File: src/rtl/sys_defs.svh
// Shared definitions for the stochastic stream accumulator: default stream
// length and the controller state encoding. Included by sc_stream_accum_pkg.
`ifndef SC_SYS_DEFS_SVH
`define SC_SYS_DEFS_SVH

`define SC_LEN_LOG 4
`define SC_LEN     (1 << `SC_LEN_LOG)

typedef enum logic [1:0] {
   ST_IDLE = 2'd0,
   ST_RUN  = 2'd1,
   ST_HOLD = 2'd2
} sc_state_t;

`endif

File: src/rtl/sc_stream_accum_pkg.sv
// Package for the stochastic stream accumulator. Brings in the state enum
// and length defaults from sys_defs.svh so every file sees one definition.
package sc_stream_accum_pkg;
`include "sys_defs.svh"

   localparam int unsigned SC_LEN_LOG_DEF = `SC_LEN_LOG;
   localparam int unsigned SC_LEN_DEF     = `SC_LEN;
endpackage

File: src/rtl/sc_stream_accum_ones.sv
// sc_ones_accum: per-channel ones counter for one stochastic bitstream.
// Ports:
//   clock     sole clock
//   reset_n   asynchronous active-low reset
//   i_clear   synchronous clear (start of a window), wins over i_inc_en
//   i_inc_en  sample slot is valid this cycle
//   i_bit     stochastic bit for this channel
//   o_count   number of ones seen since the last clear
module sc_ones_accum
   import sc_stream_accum_pkg::*;
#(
   parameter int unsigned W = SC_LEN_LOG_DEF + 1
) (
   input  logic         clock,
   input  logic         reset_n,
   input  logic         i_clear,
   input  logic         i_inc_en,
   input  logic         i_bit,
   output logic [W-1:0] o_count
);

   logic [W-1:0] r_count;

   always_ff @(posedge clock or negedge reset_n) begin
      if (!reset_n) begin
         r_count <= '0;
      end else if (i_clear) begin
         r_count <= '0;
      end else if (i_inc_en && i_bit) begin
         r_count <= r_count + W'(1);
      end
   end

   assign o_count = r_count;

endmodule

File: src/rtl/sc_stream_accum.sv
// sc_stream_accum: counts ones on NUM_CH stochastic bitstreams over a window
// of len enabled cycles and holds the per-channel counts until acknowledged.
// Ports:
//   clock, reset_n     sole clock, asynchronous active-low reset
//   start              open a window (IDLE, or HOLD together with result_ack)
//   len                window length, captured at start; 0 means 2^LEN_LOG
//   enable             low stalls the window (no count, no accumulation)
//   bits               one stochastic bit per channel
//   result_ack         consumer has taken the result
//   busy               window in progress
//   sc_count_done      final counted cycle of the window
//   result_valid       result is held and valid
//   result             per-channel ones counts, LEN_LOG+1 bits per channel
//
// state   | meaning
// --------+---------------------------------------------------------------
// ST_IDLE | waiting for start
// ST_RUN  | counting enabled cycles and accumulating ones per channel
// ST_HOLD | result frozen and valid until result_ack
module sc_stream_accum
   import sc_stream_accum_pkg::*;
#(
   parameter int unsigned NUM_CH  = 4,
   parameter int unsigned LEN_LOG = `SC_LEN_LOG
) (
   input  logic                          clock,
   input  logic                          reset_n,
   input  logic                          start,
   input  logic [LEN_LOG:0]              len,
   input  logic                          enable,
   input  logic [NUM_CH-1:0]             bits,
   input  logic                          result_ack,
   output logic                          busy,
   output logic                          sc_count_done,
   output logic                          result_valid,
   output logic [NUM_CH*(LEN_LOG+1)-1:0] result
);

   localparam int unsigned   LW      = LEN_LOG + 1;
   localparam logic [LW-1:0] LP_ONE  = LW'(1);
   localparam logic [LW-1:0] LP_FULL = LW'(1) << LEN_LOG;

   sc_state_t     r_state;
   sc_state_t     w_next;
   logic [LW-1:0] r_cnt;
   logic [LW-1:0] r_len_q;
   logic          w_start_run;
   logic          w_step;
   logic          w_done;
   logic [LW-1:0] w_acc [NUM_CH];

   always_ff @(posedge clock or negedge reset_n) begin
      if (!reset_n) begin
         r_state <= ST_IDLE;
      end else begin
         r_state <= w_next;
      end
   end

   always_comb begin
      w_next       = r_state;
      w_start_run  = 1'b0;
      w_step       = (r_state == ST_RUN) && enable;
      // The done cycle is itself a counted cycle, so its bits still land in
      // the accumulators on the same edge that moves us to HOLD.
      w_done       = w_step && (r_cnt == (r_len_q - LP_ONE));
      busy         = (r_state == ST_RUN);
      result_valid = (r_state == ST_HOLD);
      case (r_state)
         ST_IDLE: begin
            if (start) begin
               w_next      = ST_RUN;
               w_start_run = 1'b1;
            end
         end
         ST_RUN: begin
            if (w_done) begin
               w_next = ST_HOLD;
            end
         end
         ST_HOLD: begin
            if (result_ack) begin
               if (start) begin
                  w_next      = ST_RUN;
                  w_start_run = 1'b1;
               end else begin
                  w_next = ST_IDLE;
               end
            end
         end
         default: w_next = ST_IDLE;
      endcase
   end

   assign sc_count_done = w_done;

   always_ff @(posedge clock or negedge reset_n) begin
      if (!reset_n) begin
         r_cnt   <= '0;
         r_len_q <= '0;
      end else if (w_start_run) begin
         r_cnt   <= '0;
         r_len_q <= (len == '0) ? LP_FULL : len;
      end else if (w_step) begin
         r_cnt <= r_cnt + LP_ONE;
      end
   end

   genvar g;
   generate
      for (g = 0; g < NUM_CH; g++) begin : g_ch
         sc_ones_accum #(
            .W (LW)
         ) u_acc (
            .clock    (clock),
            .reset_n  (reset_n),
            .i_clear  (w_start_run),
            .i_inc_en (w_step),
            .i_bit    (bits[g]),
            .o_count  (w_acc[g])
         );
         assign result[g*LW +: LW] = w_acc[g];
      end
   endgenerate

endmodule

File: config.mk
export PLATFORM = sky130hd
export DESIGN_NAME = sc_stream_accum
export DESIGN_NICKNAME = d
export VERILOG_FILES = /design/src/rtl/sc_stream_accum_pkg.sv /design/src/rtl/sc_stream_accum_ones.sv /design/src/rtl/sc_stream_accum.sv
export VERILOG_INCLUDE_DIRS = /design/src /design/src/rtl
export SDC_FILE = /design/constraint.sdc
export NUM_CORES = 1
export LEC_CHECK = 0
export ABC_CLOCK_PERIOD_IN_PS = 1800
export BUFFER_PORTS_ARGS = -buffer_cell sky130_fd_sc_hd__clkbuf_2
export CORE_UTILIZATION = 50
export CTS_BUF_LIST = sky130_fd_sc_hd__clkbuf_2
export DETAILED_ROUTE_END_ITERATION = 12
export PLACE_DENSITY = 0.78
export SLEW_MARGIN = 20
export SYNTH_ARGS = -nofsm -noshare
export SYNTH_HDL_FRONTEND = slang
export SYNTH_SLANG_ARGS = --single-unit
File: constraint.sdc
create_clock -name clock -period 1.8 [get_ports clock]
set_clock_uncertainty 0.2 [all_clocks]
set_input_delay 0.18 -clock clock [delete_from_list [all_inputs] [get_ports clock]]
set_output_delay 0.18 -clock clock [all_outputs]
set_load 0.02 [all_outputs]
==> results_dict.tcl <==
set metrics [dict create \
    seq_power_share_pct 41.4 \
    grt_pass1_wl_um 5800 \
    regArea_um2 802 \
    grt-ovfl-total 0 \
    synth.avg_cell_area_um2 10.4 \
    grt_setup_unrepaired "yes" \
    max_slew.worst_pin.slew_ns 0.392 \
    netlist_area_mm2 0.00165 \
    finalCritPeriodShare_pct 120 \
    fin_cells 257 \
    clock_latency_ns 0.36 \
    wl_um 3540 \
    p_leak_uw 0.00101 \
    status "complete, but fails checks" \
    p_per_area_mw_per_mm2 1660 \
    setup_ws_ns -0.355 \
    yosysWarnings 0 \
    drt_first_pass_iters 4 \
    yosysTopAreaCell "dfrtp_1" \
    area_growth_pct 27.5 \
    synth.top_cells.by_area "dfrtp_1, xor2_1, nor2_1" \
    drc 0 \
    fp.dieArea_mm2 0.00353 \
    gp_congestion 0.850 \
    synth_enable_flop_cells 0 \
    pwr-share-clk_pct 9.4 \
    fin_nets 232 \
    dieWidth_um 59.4 \
    ys_types 27 \
    drtIter0Drc 41 \
    post-synth-top-count-cell "dfrtp_1" \
    n_antenna_cell 0 \
    finalSetupViolations 2 \
    cts_buffers 5 \
    violations "setup timing" \
    die_h_um 59.4 \
    met1_usage_pct 26.4 \
    ctsRootBufferMaster "clkbuf_2" \
    netlist.area_leader.share_pct 48.6 \
    portBuffers 36 \
    cts_tree "yes" \
    timing.hold.ws_ns 0.140 \
    synth.net_count 179 \
    fin_crit_ns 2.16 \
    combinationalPowerShare_pct 49.2 \
    finalSetupTns_ns -0.549 \
    synth-async-reset-ratio_pct 100 \
    core_area_mm2 0.00310 \
    synth-main-ff-cell "dfrtp_1" \
    top_usage_layer "met2" \
    relSlewSlack_pct 73.9 \
    seq_area_frac_synth_pct 48.6 \
    vias_per_cell 5.34 \
    grt_max_degree 33 \
    grt_pass1_vias 1327 \
    dp.cells 234 \
    switchingPower_uw 1580 \
    via_count 1373 \
    max_cap_violations 0 \
    crit_type "reg -> out" \
    power.internal_uw 1910 \
    crit_required_ns 1.42 \
    crit_fanout 2 \
    fp-row-count 20 \
    htreeDepth 2 \
    multi_input_area_um2 827 \
    antenna_found_initial 0 \
    num_io_pins 37 \
    final_layout_size_suffix_gt1_share_pct 31.5 \
    wl_per_cell_um 13.8 \
    peakVddDrop_mv 0.728 \
    hpwl_um 2330 \
    synth_seq_cells 32 \
    netlist_instances 159 \
    end_kind "primary output" \
    startpoint_type "flop" \
    cp.arrival_ns 1.78 \
    finalMaxSlewViolations 0 \
    worst_hold_path_type "in -> async" \
    clock_path_buffers 2 \
    use_met3_pct 7.64 \
    cts_sinks 32 \
    swShare_pct 45.2 \
    initial_utilization_pct 53.1 \
    met2_usage_pct 38.0 \
    fmax_mhz 464 \
    track_usage_pct 22.6 \
    synthTopCellsByCount "dfrtp_1, nor2_1, xor2_1, nand2_1, nand4_1" \
    ant_nets 0 \
    fillerInstances 250 \
    clk_pin_slew_ns 0.16 \
    hold_viol 0 \
]
## routing by layer
metal	vias to the layer above	routed length, um	share of wire (%)
met5	-	0	0
met4	0	93	2.6
met3	12	248	7.0
met2	61	1690	48
met1	658	1510	43
li1	642	-	-
## power by group through the flow
stage	registers, uW	logic, uW	clock network (uW)
final	1440	1720	329
after global routing	1490	1910	373
after CTS	1410	1540	342
after detailed placement	1430	1430	0
after global placement	1400	1370	0
after floorplan	1580	859	0
## per-stage QoR
step	area [um^2]	setup slack, ns	utilization, %	total power, uW
finish	2100	-0.355	67.8	3490
global route	2100	-0.466	67.8	3770
CTS	2030	-0.353	65.3	3290
detailed placement	1860	-0.0305	59.8	2860
global placement	1860	0.0367	59.8	2770
floorplan	1650	0.0799	-	2440
## worst max-delay path, stage by stage, from the launching register on
cell and delay (ns):
dfrtp_1 0.45, buf_6 0.14, nor3_4 0.19, xnor2_1 0.16
o2111ai_2 0.18, nor3_2 0.13, buf_4 0.16
## cell usage in the layout (no fill, tap or decap), types with 7 or more instances in the layout
| master | instances |
|---|---|
| buf_4 | 10 |
| clkbuf_2 | 42 |
| nor2_1 | 28 |
| dfrtp_1 | 31 |
| dlygate4sd3_1 | 10 |
| nand2_1 | 9 |
| xor2_1 | 17 |
| xnor2_1 | 7 |
| nand4_1 | 10 |
## state kept, by name (all words and copies together) (netlist names)
signal and count:
r_cnt 5, g_ch.u_acc.o_count 20, r_state 2, r_len_q 5
## repair_timing
| action | CTS | global route |
|---|---|---|
| setup buffers | 3 | 3 |
| pin swaps | 1 | 3 |
| hold buffers | 10 | 0 |
| setup endpoints to repair | 2 | 6 |
| gates resized for setup | 2 | 14 |
| hold endpoints to repair | 39 | 0 |
## cell type report
class | count | area share, %
multi-input cells | 112 | 39.3
flip-flops and latches | 32 | 38.1
repair buffers | 56 | 17.2
well taps | 44 | 2.62
clock buffers | 7 | 1.67
inverters | 5 | 0.892
clock inverters | 1 | 0.178
## cell families (layout without fill, tap and decap cells)
family                     after synthesis  in the layout  share of synthesized area [%]
xor gates and xnor gates                26             26                           13.8
muxes                                    6              6                           3.72
and+or+nand+nor                         63             63                           19.8
adders and majority gates                6              6                           4.55
DFF                                     32             32                           48.6
buffers and inverters                   15             69                           5.39
AOI/OAI and AO/OA                       11             11                           4.17
## path summary, 6_finish.rpt
| kind | start | endpoint | slack [ns] | cells after the start |
|---|---|---|---|---|
| setup / recovery | r_len_q[0]$_DFFE_PN0P_ | sc_count_done | -0.36 | 6 |
| hold / removal | reset_n | r_len_q[0]$_DFFE_PN0P_ | 0.14 | 3 |
| setup reg to reg | r_len_q[0]$_DFFE_PN0P_ | r_state[0]$_DFFE_PN0P_ | -0.19 | 6 |
| hold reg to reg | g_ch[2].u_acc.o_count[4]$_DFFE_PN0P_ | g_ch[2].u_acc.o_count[4]$_DFFE_PN0P_ | 0.37 | 2 |
| max in group asynchronous | reset_n | r_cnt[1]$_DFFE_PN0P_ | 0.96 | 3 |
| min in group clock | bits[0] | g_ch[0].u_acc.o_count[0]$_DFFE_PN0P_ | 0.16 | 4 |
Note: power is estimated with default switching activity, not from simulation.
